$ cat config.mk
export PLATFORM = sky130hd
export DESIGN_NAME = mul_exec_unit
export DESIGN_NICKNAME = d
export VERILOG_FILES = /design/src/rtl/mul_exec_unit.sv
export SDC_FILE = /design/constraint.sdc
export NUM_CORES = 1
export LEC_CHECK = 0
export CAP_MARGIN = 20
export CORE_MARGIN = 5
export CORE_UTILIZATION = 55
export CTS_CLUSTER_SIZE = 30
export DETAILED_ROUTE_END_ITERATION = 8
export PLACE_DENSITY_LB_ADDON = 0.05
export SLEW_MARGIN = 10
export SYNTH_ARGS = -nofsm -noshare
export SYNTH_HDL_FRONTEND = slang
export SYNTH_SLANG_ARGS = --single-unit
$ cat constraint.sdc
create_clock -name clk -period 3.42 [get_ports clk]
set_input_delay 0.342 -clock clk [delete_from_list [all_inputs] [get_ports clk]]
set_output_delay 0.342 -clock clk [all_outputs]
set_load 0.1 [all_outputs]
$ cat src/rtl/mul_exec_unit.sv
// Multi-cycle shift-and-add multiply unit for the execute stage, with signed mode,
// configurable bits per iteration and a start/ready/busy/done handshake with flush abort.
module mul_exec_unit #(
  parameter int WIDTH          = 16,
  parameter int BITS_PER_CYCLE = 1
) (
  input  logic                 clk,
  input  logic                 rst,
  input  logic                 start,
  input  logic                 abort,
  input  logic                 sign_mode,
  input  logic [WIDTH-1:0]     op_a,
  input  logic [WIDTH-1:0]     op_b,
  output logic                 ready,
  output logic                 busy,
  output logic                 done,
  output logic [2*WIDTH-1:0]   product
);

  localparam int N  = WIDTH / BITS_PER_CYCLE;
  localparam int PW = 2 * WIDTH;
  localparam int CW = $clog2(N + 1);

  typedef enum logic [1:0] {IDLE, CALC, DONE} state_e;

  state_e           state_q, state_d;
  logic [PW-1:0]    acc_q, acc_d;
  logic [PW-1:0]    mcand_q, mcand_d;
  logic [WIDTH-1:0] mult_q, mult_d;
  logic [CW-1:0]    cnt_q, cnt_d;
  logic             resNeg_q, resNeg_d;
  logic [PW-1:0]    product_q, product_d;
  logic             done_q, done_d;

  logic [PW-1:0]    partial;
  logic [WIDTH-1:0] magA, magB;

  // Operands are reduced to magnitudes; the most negative value maps onto itself,
  // which is its correct unsigned magnitude.
  assign magA = (sign_mode && op_a[WIDTH-1]) ? -op_a : op_a;
  assign magB = (sign_mode && op_b[WIDTH-1]) ? -op_b : op_b;

  always_comb begin
    state_d   = state_q;
    acc_d     = acc_q;
    mcand_d   = mcand_q;
    mult_d    = mult_q;
    cnt_d     = cnt_q;
    resNeg_d  = resNeg_q;
    product_d = product_q;
    done_d    = 1'b0;

    // The multiplicand is kept pre-shifted, so each slice's partial product
    // lands at the current shift position without a variable shifter.
    partial = '0;
    for (int i = 0; i < BITS_PER_CYCLE; i++) begin
      if (mult_q[i]) partial = partial + (mcand_q << i);
    end

    case (state_q)
      IDLE: begin
        if (!abort && start) begin
          mcand_d  = {{WIDTH{1'b0}}, magA};
          mult_d   = magB;
          acc_d    = '0;
          cnt_d    = '0;
          resNeg_d = sign_mode & (op_a[WIDTH-1] ^ op_b[WIDTH-1]);
          state_d  = CALC;
        end
      end
      CALC: begin
        if (abort) begin
          state_d = IDLE;
        end else begin
          acc_d   = acc_q + partial;
          mcand_d = mcand_q << BITS_PER_CYCLE;
          mult_d  = mult_q >> BITS_PER_CYCLE;
          cnt_d   = cnt_q + CW'(1);
          if (cnt_q == CW'(N - 1)) state_d = DONE;
        end
      end
      DONE: begin
        state_d = IDLE;
        if (!abort) begin
          product_d = resNeg_q ? -acc_q : acc_q;
          done_d    = 1'b1;
        end
      end
      default: state_d = IDLE;
    endcase
  end

  always_ff @(posedge clk or negedge rst) begin
    if (!rst) begin
      state_q   <= IDLE;
      acc_q     <= '0;
      mcand_q   <= '0;
      mult_q    <= '0;
      cnt_q     <= '0;
      resNeg_q  <= 1'b0;
      product_q <= '0;
      done_q    <= 1'b0;
    end else begin
      state_q   <= state_d;
      acc_q     <= acc_d;
      mcand_q   <= mcand_d;
      mult_q    <= mult_d;
      cnt_q     <= cnt_d;
      resNeg_q  <= resNeg_d;
      product_q <= product_d;
      done_q    <= done_d;
    end
  end

  assign ready   = (state_q == IDLE);
  assign busy    = (state_q == CALC) || (state_q == DONE);
  assign done    = done_q;
  assign product = product_q;

endmodule

==> Yosys cells after proc, flatten, opt, wreduce, memory -nomap -nowiden <==
Index checks and enable logic that the tools add are counted.
{ "totals": {"reg_bits": 121, "in_bits": 37, "out_inout_bits": 35, "word_cells": 55} }
{ "classes": {"add_sub_neg": 5, "eq_ne": 6, "n_mux": 22, "n_bitwise": 3, "reduce_logical": 11} }
{ "ops": {"columns": ["op", "n"], "rows": [
  ["2-to-1 mux 32 bit", 6],
  ["case mux 32 bit (2 select lines)", 2],
  ["2-to-1 mux 16 bit", 4],
  ["adder 32 bit", 1],
  ["negation 16 bit", 2],
  ["negation 32 bit", 1],
  ["case mux 16 bit (2 select lines)", 1],
  ["2-to-1 mux 5 bit", 2],
  ["case mux 5 bit (2 select lines)", 1],
  ["2-to-1 mux 2 bit", 3],
  ["AND reduction 2 bit", 3],
  ["adder 5 x 1 -> 5 bit, second input constant", 1],
  ["== test 5 x 4 -> 1 bit, second input constant", 1],
  ["case mux 2 bit (2 select lines)", 1],
  ["logical AND 1 bit", 3],
  ["inequality test 3 bit, second input constant", 1],
  ["AND reduction 3 bit", 1],
  ["== test 2 x 1 -> 1 bit, second input constant", 1],
  ["== test 2 bit, second input constant", 1],
  ["logical NOT 2 bit", 1],
  ["2-to-1 mux 1 bit", 2],
  ["inequality test 2 x 1 -> 1 bit, second input constant", 1],
  ["inequality test 2 bit, second input constant", 1],
  ["nonzero test 2 bit", 1],
  ["other kinds (5)", 5]
]} }

==> Logic depth before layout (Yosys ltp) <==
Gate-level depths: netlist of the first run.
{ "depth": {"depth_word": 4, "depth_mapped": 13, "depth_no_buf": 12} }

==> Least setup slack after synthesis of the first run <==
OpenSTA, ideal clock, no wires.
{ "synth_timing": {"path_type": "register to register", "start": "reg mult_q[0]", "end": "reg acc_q[27]", "setup_ns": 0.126, "arrival_time_ns": 2.884, "required_ns": 3.294, "path_slack_ns": 0.410, "stages_incl_launch_ff": 11, "path_buffers": 1, "period_less_slack_ns": 3.010, "cell_sequence": "dfrtp_1 -> clkbuf_1 -> and2_1 -> ha_1 -> a2111oi_0 -> a21bo_2 -> a21o_1 -> o31ai_1 -> a2111oi_0 -> nor4_1 -> a311o_1"} }
{ "synth_via": {"elab_chain_len": 4} }
{ "synth_lines": {"columns": ["element", "line", "source"], "rows": [
  ["start: declaration", "29", "logic [WIDTH-1:0] mult_q, mult_d;"],
  ["start signal: assignment", "107", "mult_q <= mult_d;"],
  ["2-to-1 mux 32 bit", "57", "if (mult_q[i]) partial = partial + (mcand_q << i);"],
  ["adder 32 bit", "75", "acc_d = acc_q + partial;"],
  ["2-to-1 mux 32 bit", "72", "if (abort) begin"],
  ["case mux 32 bit (2 select lines)", "60", "case (state_q)"],
  ["end signal: assignment", "96", "acc_q <= '0;"],
  ["end signal: assignment", "105", "acc_q <= acc_d;"],
  ["end: declaration", "27", "logic [PW-1:0] acc_q, acc_d;"]
]} }
Every way passes these cells. The select of a mux whose other input is x is not followed.
A chain may end at the register's enable or synchronous reset.

==> Worst setup path in the final report of the first run <==
{ "layout_timing": {"start": "reg mult_q[0]", "end": "reg acc_q[28]"} }
The elaborated chain is that of the path after synthesis.

==> metrics.md, run 1 <==
| Metric | Value |
|---|---|
| Total grt overflow | `0` |
| Met2 Use GR | `between 30% and 40%` |
| Final setup vio count | `0` |
| Synth area leader | `dfrtp_1` |
| Largest family of logic cells by synthesized area | `compound AO/OA/AOI/OAI gates` |
| Tmin final | `between 3 and 4 ns` |
| Combinational share of power | `a little over a third` |
| Mapped Nets | `~1,000` |
| Final setup TNS | `0 ns` |
| Most frequent cell after synthesis | `nand2_1` |
| Post-Synthesis Cells | `roughly 940` |
| Adder-cell area share of the yosys netlist | `roughly 6.5%` |
| Asr flop ratio synth | `100%` |
| CTS buffer count | `17` |
| Worst Tran Pin Value | `about 1 ns` |
| Met3 Use GR | `roughly 3.6%` |
| Rows | `43` |
| FF+latch count, synth | `~120` |
| DRC Markers | `0` |
| Crit. End Element | `register` |
| 1st-iter DRT viols | `about 400` |
| Routability Congestion | `around 0.93` |
| Required @ worst endpoint | `between 3 and 4 ns` |
| Worst min-delay path class | `in -> async` |
| Final hold slack | `-0.0225 ns` |
| CTS tree | `built` |
| First-pass DRT Iterations | `5` |
| Critical path class | `reg -> reg` |
| Clock power share | `between 30% and 40%` |
| Die Wd | `~130 um` |
| Syn avg cell area | `between 8 and 9 sq um` |
| Final hold vios | `23` |
| Port Buf Inserts | `between 70 and 80` |
| Area contributors post-synth | `dfrtp_1 (39%), nand2_1 (7.5%), o21ai_0 (7.3%)` |
| Post-Syn Area | `between 7000 and 8000 sq um` |
| Peak VDD IR | `between 0.5 and 0.6 mV` |
| Final core occ | `67.3%` |
| Sw Share | `~37%` |
| Dpl hpwl | `approximately 14,000 um` |
| Worst-path clk slew | `~0.050 ns` |
| Global-route met1 utilization | `between 30% and 40%` |
| Achievable Freq | `approximately 0.31 GHz` |
| Starting density of the core | `56.4%` |
| EDFF count, synth | `0` |
| Failing checks | `negative hold slack` |
| Routed Antenna Nets | `0` |
| Status | `finished with violations` |
| Total GRT Usage | `between 20% and 30%` |
| Synth Flop Type | `dfrtp_1` |
| Vias in the first global route | `around 6,800` |
| Cts hold-fix bufs | `0` |
| Vias | `roughly 7,000` |
| Top Ports | `72` |
| Leakage | `~0.0043 uW` |
| Max Cap Viol | `0` |
| First-pass GRT wire length | `approximately 33,000 um` |
| YS warnings | `0` |
| Reported net switching power | `2150 uW` |
| Yosys top cell area share | `about two fifths` |
| Root Buffer Master | `clkbuf_16` |
| Depth of the CTS H-tree | `4` |
| Final wirelength | `roughly 19,000 um` |
| Pwr Density | `622 nW/um^2` |
| Fraction of layout instances using a drive strength above 1 | `between 6 and 7%` |
| Post-synthesis mux area share | `less than 1%` |
| RSZ-0062 raised after global routing | `no` |
| # Post-CTS Setup Buffers | `0` |
| Max Slew Vio Count | `0` |
| Vias per inst | `just under 6` |
| Grt peak-use layer | `met2` |
| Setup Skew | `0.0171 ns` |
| Sequential-to-total area share from yosys stat | `38.5%` |
| DR WL/cell | `16.0 um` |
| Crit-path max FO | `11` |
| Synth top cells by count | `nand2_1 (156), dfrtp_1 (121), o21ai_0 (114)` |
| Crit path DAT | `between 3 and 4 ns` |
| Compound-Gate Fraction of Synth Area | `22.7%` |
| Clk sinks | `approximately 120` |
| Core area | `between 10,000 and 15,000 sq um` |
| Final period utilization | `between 90% and 100%` |
| Register-to-Register Setup Slack | `slightly above 0.2 ns` |
| Antenna violations before repair | `0` |
| Max Buffers Root-to-Sink | `2` |
| Slew HR | `34.2%` |
| # diodes | `0` |
| Die Y | `130 um` |
| Simple-Gate Fraction of Synth Area | `between 20 and 25%` |
| Crit path launch type | `register` |
| Post-synth cell types | `between 50 and 60` |
| XOR/XNOR Fraction of Synth Area | `under 10%` |
| Seq pwr share | `33.2%` |
| Skew-Pair Late Insertion Delay | `around 0.4 ns` |
| Area delta synth->final | `19.3%` |
| Final net count | `1,071` |
| Die outline area | `16,800 sq um` |
| Cell internal pwr | `around 3700 uW` |
| Largest net degree at the start of global routing | `70` |
## through the flow
stage	instances	hold slack [ns]	setup WS (ns)	cell area, sq um	total power [uW]
6_report	1184	-0.0225	0.204	9380	5840
5_1_grt	1184	0.0465	0.00408	9380	6230
4_1_cts	1183	0.00694	0.151	9340	5870
3_5_place_dp	1154	0.435	0.158	8740	4030
3_3_place_gp	1154	0.422	0.256	8740	3960
2_1_floorplan	935	0.0464	0.410	7860	3480
## sequential cells by signal (all words and copies together), names as in the netlist
register / count
acc_q: 32
mcand_q: 32
product: 32
mult_q: 16
cnt_q: 5
state_q: 2
done: 1
resNeg_q: 1
## cells in the final DEF (no fill, tap or decap), drive strengths merged, types with 5 or more instances in the layout
| cell | synthesis | routed |
|---|---|---|
| a31oi | 6 | 6 |
| o21bai | 5 | 5 |
| o21a | 7 | 7 |
| o21ai | 117 | 117 |
| a21oi | 64 | 64 |
| nor3 | 5 | 5 |
| clkdlybuf4s50 | 0 | 68 |
| and2 | 34 | 34 |
| or4 | 5 | 5 |
| a22o | 5 | 5 |
| a211oi | 7 | 7 |
| xor2 | 45 | 45 |
| nand3 | 42 | 42 |
| o41ai | 8 | 8 |
| or3 | 11 | 11 |
| nand4 | 5 | 5 |
| o211ai | 5 | 5 |
| nand2 | 156 | 156 |
| buf | 7 | 15 |
| a22oi | 9 | 9 |
| a21o | 9 | 9 |
| ha | 39 | 39 |
| nand2b | 6 | 6 |
| nor2 | 54 | 54 |
| and3 | 8 | 8 |
| dfrtp | 121 | 121 |
| o31ai | 15 | 15 |
| nor4 | 7 | 7 |
| inv | 23 | 23 |
| xnor2 | 29 | 29 |
| clkbuf | 36 | 21 |
## path summary, 6_finish.rpt
path                                to   startpoint  depth (start not counted)
min                         product[1]          rst                          1
max reg2reg                  acc_q[28]    mult_q[0]                         12
min reg2reg                product[10]  product[10]                          2
min in group clk           product[10]  product[10]                          2
max                          acc_q[28]    mult_q[0]                         12
max in group asynchronous    acc_q[31]          rst                          2
## cell type report
| type | count | area, sq um |
|---|---|---|
| multi-input cells | 748 | 4620 |
| fillers | 1164 | 4560 |
| flip-flops and latches | 121 | 3030 |
| repair buffers | 83 | 818 |
| clock buffers | 21 | 480 |
| well taps | 180 | 225 |
| clock inverters | 8 | 120 |
| inverters | 23 | 86.3 |
## critical path: stages, from the launching register on
cell	delay (ns)
dfrtp_1	0.48
and2_1	0.18
ha_1	0.18
inv_1	0.07
fa_1	0.40
nor2b_1	0.17
o31a_1	0.21
o211ai_1	0.15
o21a_1	0.26
a211oi_1	0.32
o31ai_2	0.15
o2111a_1	0.26
a221o_1	0.25
## what timing repair did
| action | CTS | global route |
|---|---|---|
| endpoints found under the setup margin | 0 | 3 |
| gates resized for setup | 0 | 3 |
| endpoints found under the hold margin | 0 | 0 |
## power by group through the flow
stage	Combinational (uW)	Sequential [uW]	Clock (uW)
2_1_floorplan	1610	1870	0
3_3_place_gp	2020	1940	0
3_5_place_dp	2080	1960	0
4_1_cts	2090	1940	1850
5_1_grt	2340	1980	1910
6_report	2080	1940	1820
## per-layer routing
layer,share of wire (%),wire [um]
met4,1.0,198
met2,46,8720
met5,0,0
met1,48,9020
met3,5.2,983
## logic make-up (layout without fill, tap and decap cells)
| group | Yosys count | count (layout) |
|---|---|---|
| AND/OR/NAND/NOR | 345 | 345 |
| AO/OA/AOI/OAI | 285 | 285 |
| flip-flops | 121 | 121 |
| XOR/XNOR | 74 | 74 |
| buffers and inverters | 66 | 135 |
| adder cells (fa/ha/maj) | 40 | 40 |
| multiplexers | 4 | 4 |
No activity file was read; power rests on OpenSTA's default activity.
==> inputs of run 2 (changes only) <==
Settings changed: CORE_UTILIZATION 55 to 51.
==> run 2 against run 1 <==
- final area grew 0.27%
- maximum frequency grew 3.4%
- largest power group unchanged
- core utilization shrank 5.2 points
- combinational power is essentially flat
- die area grew 7.2%
- the run now ends clean
- total power shrank 1.9%
- sequential cell count is the same
==> metrics.md, run 2 (same netlist as run 1, synthesis figures left out) <==
| Metric | Value |
|---|---|
| Most common cell after layout, fill and taps aside | `nand2_1` |
| DR WL/cell | `14.7 um (-7.9%)` |
| Register-to-Register Setup Slack | `0.31 ns (+0.11 ns)` |
| Crit. End Element | `register` |
| Starting density of the core | `51.9% (-4.5 points)` |
| Total grt overflow | `0 (unchanged)` |
| Status | `finished clean` |
| Dpl hpwl | `13,000 um (-5.9%)` |
| CTS tree | `built` |
| Routability Congestion | `0.867 (-6.8%)` |
| Finished Layout Cells | `1,202 (+1.5%)` |
| Crit path DAT | `3.41 ns (-0.10 ns)` |
| Achievable Freq | `0.321 GHz (+3.4%)` |
| Crit-path max FO | `13 (+2)` |
| Tmin final | `3.11 ns (-0.106 ns)` |
| Top Ports | `72 (unchanged)` |
| Peak VDD IR | `0.383 mV (-34%)` |
| Max Cap Viol | `0 (unchanged)` |
| RSZ-0062 raised after global routing | `no` |
| Setup Skew | `0.00711 ns (-0.00994 ns)` |
| Placed Cells | `1,169 (+1.3%)` |
| R2r endpoint | `acc_q[27]` |
| Crit path launch type | `register` |
| Final setup TNS | `0 ns (unchanged)` |
| Final period utilization | `91.0% (-3.1 points)` |
| Vias in the first global route | `6,207 (-9.2%)` |
| DRC Markers | `0 (unchanged)` |
| Total GRT Usage | `20.3% (-3.6 points)` |
| Die Wd | `134 um (+3.6%)` |
| Crit path capture | `acc_q[27]` |
| Max Slew Vio Count | `0 (unchanged)` |
| Worst-path clk slew | `0.05 ns (about the same)` |
| Final hold slack | `0.0309 ns (+0.0534 ns)` |
| Final net count | `1,078 (+0.65%)` |
| Root Buffer Master | `clkbuf_16` |
| Die Y | `134 um (+3.6%)` |
| Vias per inst | `5.57 (-4.8%)` |
| Slew HR | `35.1% (+0.92 points)` |
| Routed Antenna Nets | `0 (unchanged)` |
| # diodes | `0 (unchanged)` |
| Worst min-delay path class | `in -> async` |
| Critical R2R Launch | `mult_q[0]` |
| Cts hold-fix bufs | `0 (unchanged)` |
| Port Buf Inserts | `71 (unchanged)` |
| Largest net degree at the start of global routing | `66 (-5.7%)` |
| Critical path class | `reg -> reg` |
| Vias | `6,697 (-3.4%)` |
| Final wirelength | `17,700 um (-6.5%)` |
| Worst Setup SP | `mult_q[0]` |
| Skew-Pair Late Insertion Delay | `0.41 ns (about the same)` |
| Antenna violations before repair | `0 (unchanged)` |
| Final setup vio count | `0 (unchanged)` |
| Core area | `15,100 sq um (+8.7%)` |
| Leakage | `0.00427 uW (+0.26%)` |
| 1st-iter DRT viols | `374 (-5.6%)` |
| CTS buffer count | `17 (unchanged)` |
| Depth of the CTS H-tree | `4 (unchanged)` |
| Required @ worst endpoint | `3.71 ns (about the same)` |
| First-pass GRT wire length | `30,100 um (-8.1%)` |
| Final hold vios | `0 (-100%)` |
| Clk sinks | `121 (unchanged)` |
| Pwr Density | `609 nW/um^2 (-2.2%)` |
| Fraction of layout instances using a drive strength above 1 | `6.90% (+0.43 points)` |
| Worst Tran Pin Value | `0.970 ns (-0.0137 ns)` |
| Rows | `45 (+4.7%)` |
| Max Buffers Root-to-Sink | `2 (unchanged)` |
| Area delta synth->final | `19.6%` |
| Reg2reg path depth | `10 (-2)` |
| Commonest non-fill, non-tap cells in the layout | `nand2_1 (156), dfrtp_1 (120), o21ai_0 (114), clkdlybuf4s50_1 (68), a21oi_1 (63)` |
| Die outline area | `18,000 sq um (+7.2%)` |
| First-pass DRT Iterations | `5 (unchanged)` |
-- run 2: changes by cell type in the layout (fill, tap and decap cells not counted), sizes merged --
cell,delta
buf,+7
clkbuf,+3
bufinv,-1
clkinv,+1
-- run 2: worst min path at each step --
stage | to | slack (ns) | depth (start not counted)
finish | product[5] | 0.03 | 1
floorplan | acc_q[0] | 0.05 | 0
global placement | product[5] | 0.46 | 2
CTS | product[5] | 0.06 | 1
detailed placement | product[16] | 0.47 | 2
global route | product[9] | 0.12 | 1
-- run 2: where the power goes --
part | internal [uW] | switching, uW
clock network | 1100 | 603
registers | 1690 | 267
logic | 811 | 1250
total | 3600 | 2120
-- run 2: what timing repair did --
item | CTS | global route
endpoints found under the setup margin | 0 | 2
setup buffers | 0 | 0
resized for setup | 0 | 3
-- run 2: final cells by class --
class | instances | area [sq um]
well taps | 188 | 235
clock inverters | 8 | 95.1
inverters | 23 | 86.3
repair buffers | 90 | 871
multi-input cells | 748 | 4610
clock buffers | 24 | 472
flip-flops and latches | 121 | 3030
fillers | 1340 | 5750
-- run 2: layer usage --
layer	up-vias	wire, um	track usage (%)
met3	14	819	3.49
met4	0	173	6.28
li1	3461	-	-
met2	153	7650	31.0
met1	3069	9050	29.7
met5	-	0	0
-- run 2: critical path, stage by stage (launching register included) --
cell	delay, ns
dfrtp_2	0.48
and2_1	0.19
ha_1	0.33
a2111oi_0	0.44
buf_4	0.19
a21bo_2	0.16
a21o_1	0.16
o31ai_1	0.11
a2111oi_1	0.51
nor4_1	0.10
a311o_1	0.32
-- run 2: metrics by stage --
step           power, uW  util, %  setup WS [ns]  cell area [sq um]
2_1_floorplan       3480        -          0.410               7860
3_3_place_gp        4030     58.1          0.250               8810
3_5_place_dp        4050     58.1          0.180               8810
4_1_cts             5780     61.9          0.171               9370
5_1_grt             6140     62.1          0.108               9400
6_report            5720     62.1          0.309               9400
==> inputs of run 3 (changes only) <==
Settings changed: CTS_CLUSTER_SIZE 30 to unset, SKIP_LAST_GASP set to 1.
==> run 3 against run 2 <==
- sequential cell count is the same
- final cell count is the same
- core utilization is essentially flat
- highest routed layer unchanged
- non-clock buffer count is the same
==> metrics.md, run 3 (same netlist as run 1, synthesis figures left out) <==
| Metric | Value |
|---|---|
| Status | `finished clean` |
| DR WL/cell | `14.7 um (unchanged)` |
| Commonest non-fill, non-tap cells in the layout | `nand2_1 (156), dfrtp_1 (121), o21ai_0 (114), clkdlybuf4s50_1 (68), a21oi_1 (63)` |
| Crit. End Element | `register` |
| Critical path, cell by cell | `and2_1, ha_1, inv_1, fa_1, nor2b_1, o31a_1, o211ai_1, o21a_1, a211oi_1, o31ai_2, o2111a_1, a221o_1` |
| Slew HR | `35.1% (unchanged)` |
| Crit path DAT | `3.47 ns (+0.06 ns)` |
| First-pass GRT wire length | `30,100 um (unchanged)` |
| CP max stage delay | `0.54 ns (+0.03 ns)` |
| DRC Markers | `0 (unchanged)` |
| Vias in the first global route | `6,207 (unchanged)` |
| Antenna violations before repair | `0 (unchanged)` |
| Critical path class | `reg -> reg` |
| Peak VDD IR | `0.383 mV (unchanged)` |
| Clk sinks | `121 (unchanged)` |
| Tmin final | `3.18 ns (+0.0666 ns)` |
| Power Total | `5720 uW (about the same)` |
| Final wirelength | `17,700 um (unchanged)` |
| Placed inst area | `8810 sq um (unchanged)` |
| Vias per inst | `5.57 (unchanged)` |
| Routed Antenna Nets | `0 (unchanged)` |
| Total grt overflow | `0 (unchanged)` |
| Max Buffers Root-to-Sink | `2 (unchanged)` |
| Final net count | `1,078 (unchanged)` |
| Required @ worst endpoint | `3.71 ns (about the same)` |
| Most common cell after layout, fill and taps aside | `nand2_1` |
| Crit-path max FO | `13 (unchanged)` |
| Max Slew Vio Count | `0 (unchanged)` |
| Fraction of layout instances using a drive strength above 1 | `6.80% (-0.099 points)` |
| Final period utilization | `92.9% (+1.9 points)` |
| Port Buf Inserts | `71 (unchanged)` |
| Die Wd | `134 um (unchanged)` |
| Area delta synth->final | `19.6% (about the same)` |
| Slowest cell on crit path | `dfrtp_1` |
| Dpl hpwl | `13,000 um (unchanged)` |
| Die outline area | `18,000 sq um (unchanged)` |
| CTS tree | `built` |
| Setup Skew | `0.00711 ns (unchanged)` |
| Core area | `15,100 sq um (unchanged)` |
| First-pass DRT Iterations | `5 (unchanged)` |
| Final core occ | `62.1% (about the same)` |
| RSZ-0062 raised after global routing | `yes` |
| Crit path launch type | `register` |
| # diodes | `0 (unchanged)` |
| Max Cap Viol | `0 (unchanged)` |
| Routability Congestion | `0.867 (unchanged)` |
| Leakage | `0.00428 uW (about the same)` |
| Skew-Pair Late Insertion Delay | `0.41 ns (about the same)` |
| Total GRT Usage | `20.3% (unchanged)` |
| Final setup vio count | `0 (unchanged)` |
| Non-Filler Cell Area, Final | `9400 sq um (about the same)` |
| Cts hold-fix bufs | `0 (unchanged)` |
| Worst-path clk slew | `0.05 ns (about the same)` |
| Largest net degree at the start of global routing | `66 (unchanged)` |
| Root Buffer Master | `clkbuf_16` |
| Rows | `45 (unchanged)` |
| Worst path buffer plus inverter count | `1 (unchanged)` |
| Pwr Density | `609 nW/um^2 (about the same)` |
| Top Ports | `72 (unchanged)` |
| Crit path max-delay family | `compound AO/OA/AOI/OAI gates` |
| Starting density of the core | `51.9% (unchanged)` |
| Vias | `6,697 (unchanged)` |
| 1st-iter DRT viols | `374 (unchanged)` |
| Worst min-delay path class | `in -> async` |
| Achievable Freq | `0.315 GHz (-2.1%)` |
| Depth of the CTS H-tree | `4 (unchanged)` |
| CTS buffer count | `17 (unchanged)` |
| Worst Tran Pin Value | `0.970 ns (unchanged)` |
| Die Y | `134 um (unchanged)` |
| Final hold vios | `0 (unchanged)` |
run 3: cell counts in the layout (fill, tap and decap cells not counted):
Identical to the previous run, type by type.
run 3: report_power, final:
group          switching, uW  total [uW]  internal, uW
Clock                    603        1710          1100
Sequential               267        1950          1680
Combinational           1250        2060           811
Total                   2120        5720          3600
run 3: repair_timing:
action / CTS / global route
setup endpoints to repair: 0 / 2
endpoints found under the hold margin: 0 / 0
setup buffers: 0 / 0
resized for setup: 0 / 2
run 3: metrics by stage:
stage / setup WS [ns] / TNS (ns) / cells / hold slack (ns)
2_1_floorplan: 0.410 / 0 / 935 / 0.0464
3_3_place_gp: 0.250 / 0 / 1169 / 0.461
3_5_place_dp: 0.180 / 0 / 1169 / 0.470
4_1_cts: 0.171 / 0 / 1201 / 0.0569
5_1_grt: -0.00313 / -0.00313 / 1202 / 0.116
6_report: 0.243 / 0 / 1202 / 0.0309
run 3: cell type report:
type | count | area (sq um)
clock buffer | 24 | 472
clock inverter | 8 | 95.1
fill | 1341 | 5750
inverter | 23 | 86.3
multi-input combinational | 748 | 4610
sequential | 121 | 3030
tap | 188 | 235
timing repair buffer | 90 | 871
run 3: path summary, 6_finish.rpt:
path / to / startpoint / cells after the start / slack [ns]
worst max-delay path: acc_q[28] / mult_q[0] / 12 / 0.24
worst min-delay path: product[5] / rst / 1 / 0.03
worst max register to register: acc_q[28] / mult_q[0] / 12 / 0.24
worst min register to register: product[21] / product[21] / 2 / 0.48
max in group asynchronous: mcand_q[25] / rst / 2 / 2.60
min in group clk: product[21] / product[21] / 2 / 0.48
run 3: layer usage:
| layer | global-route usage [%] | vias up | part of all wire (%) |
|---|---|---|---|
| met5 | 0 | - | 0 |
| met4 | 6.28 | 0 | 0.98 |
| met3 | 3.49 | 14 | 4.6 |
| met2 | 31.0 | 153 | 43 |
| met1 | 29.7 | 3069 | 51 |
| li1 | - | 3461 | - |
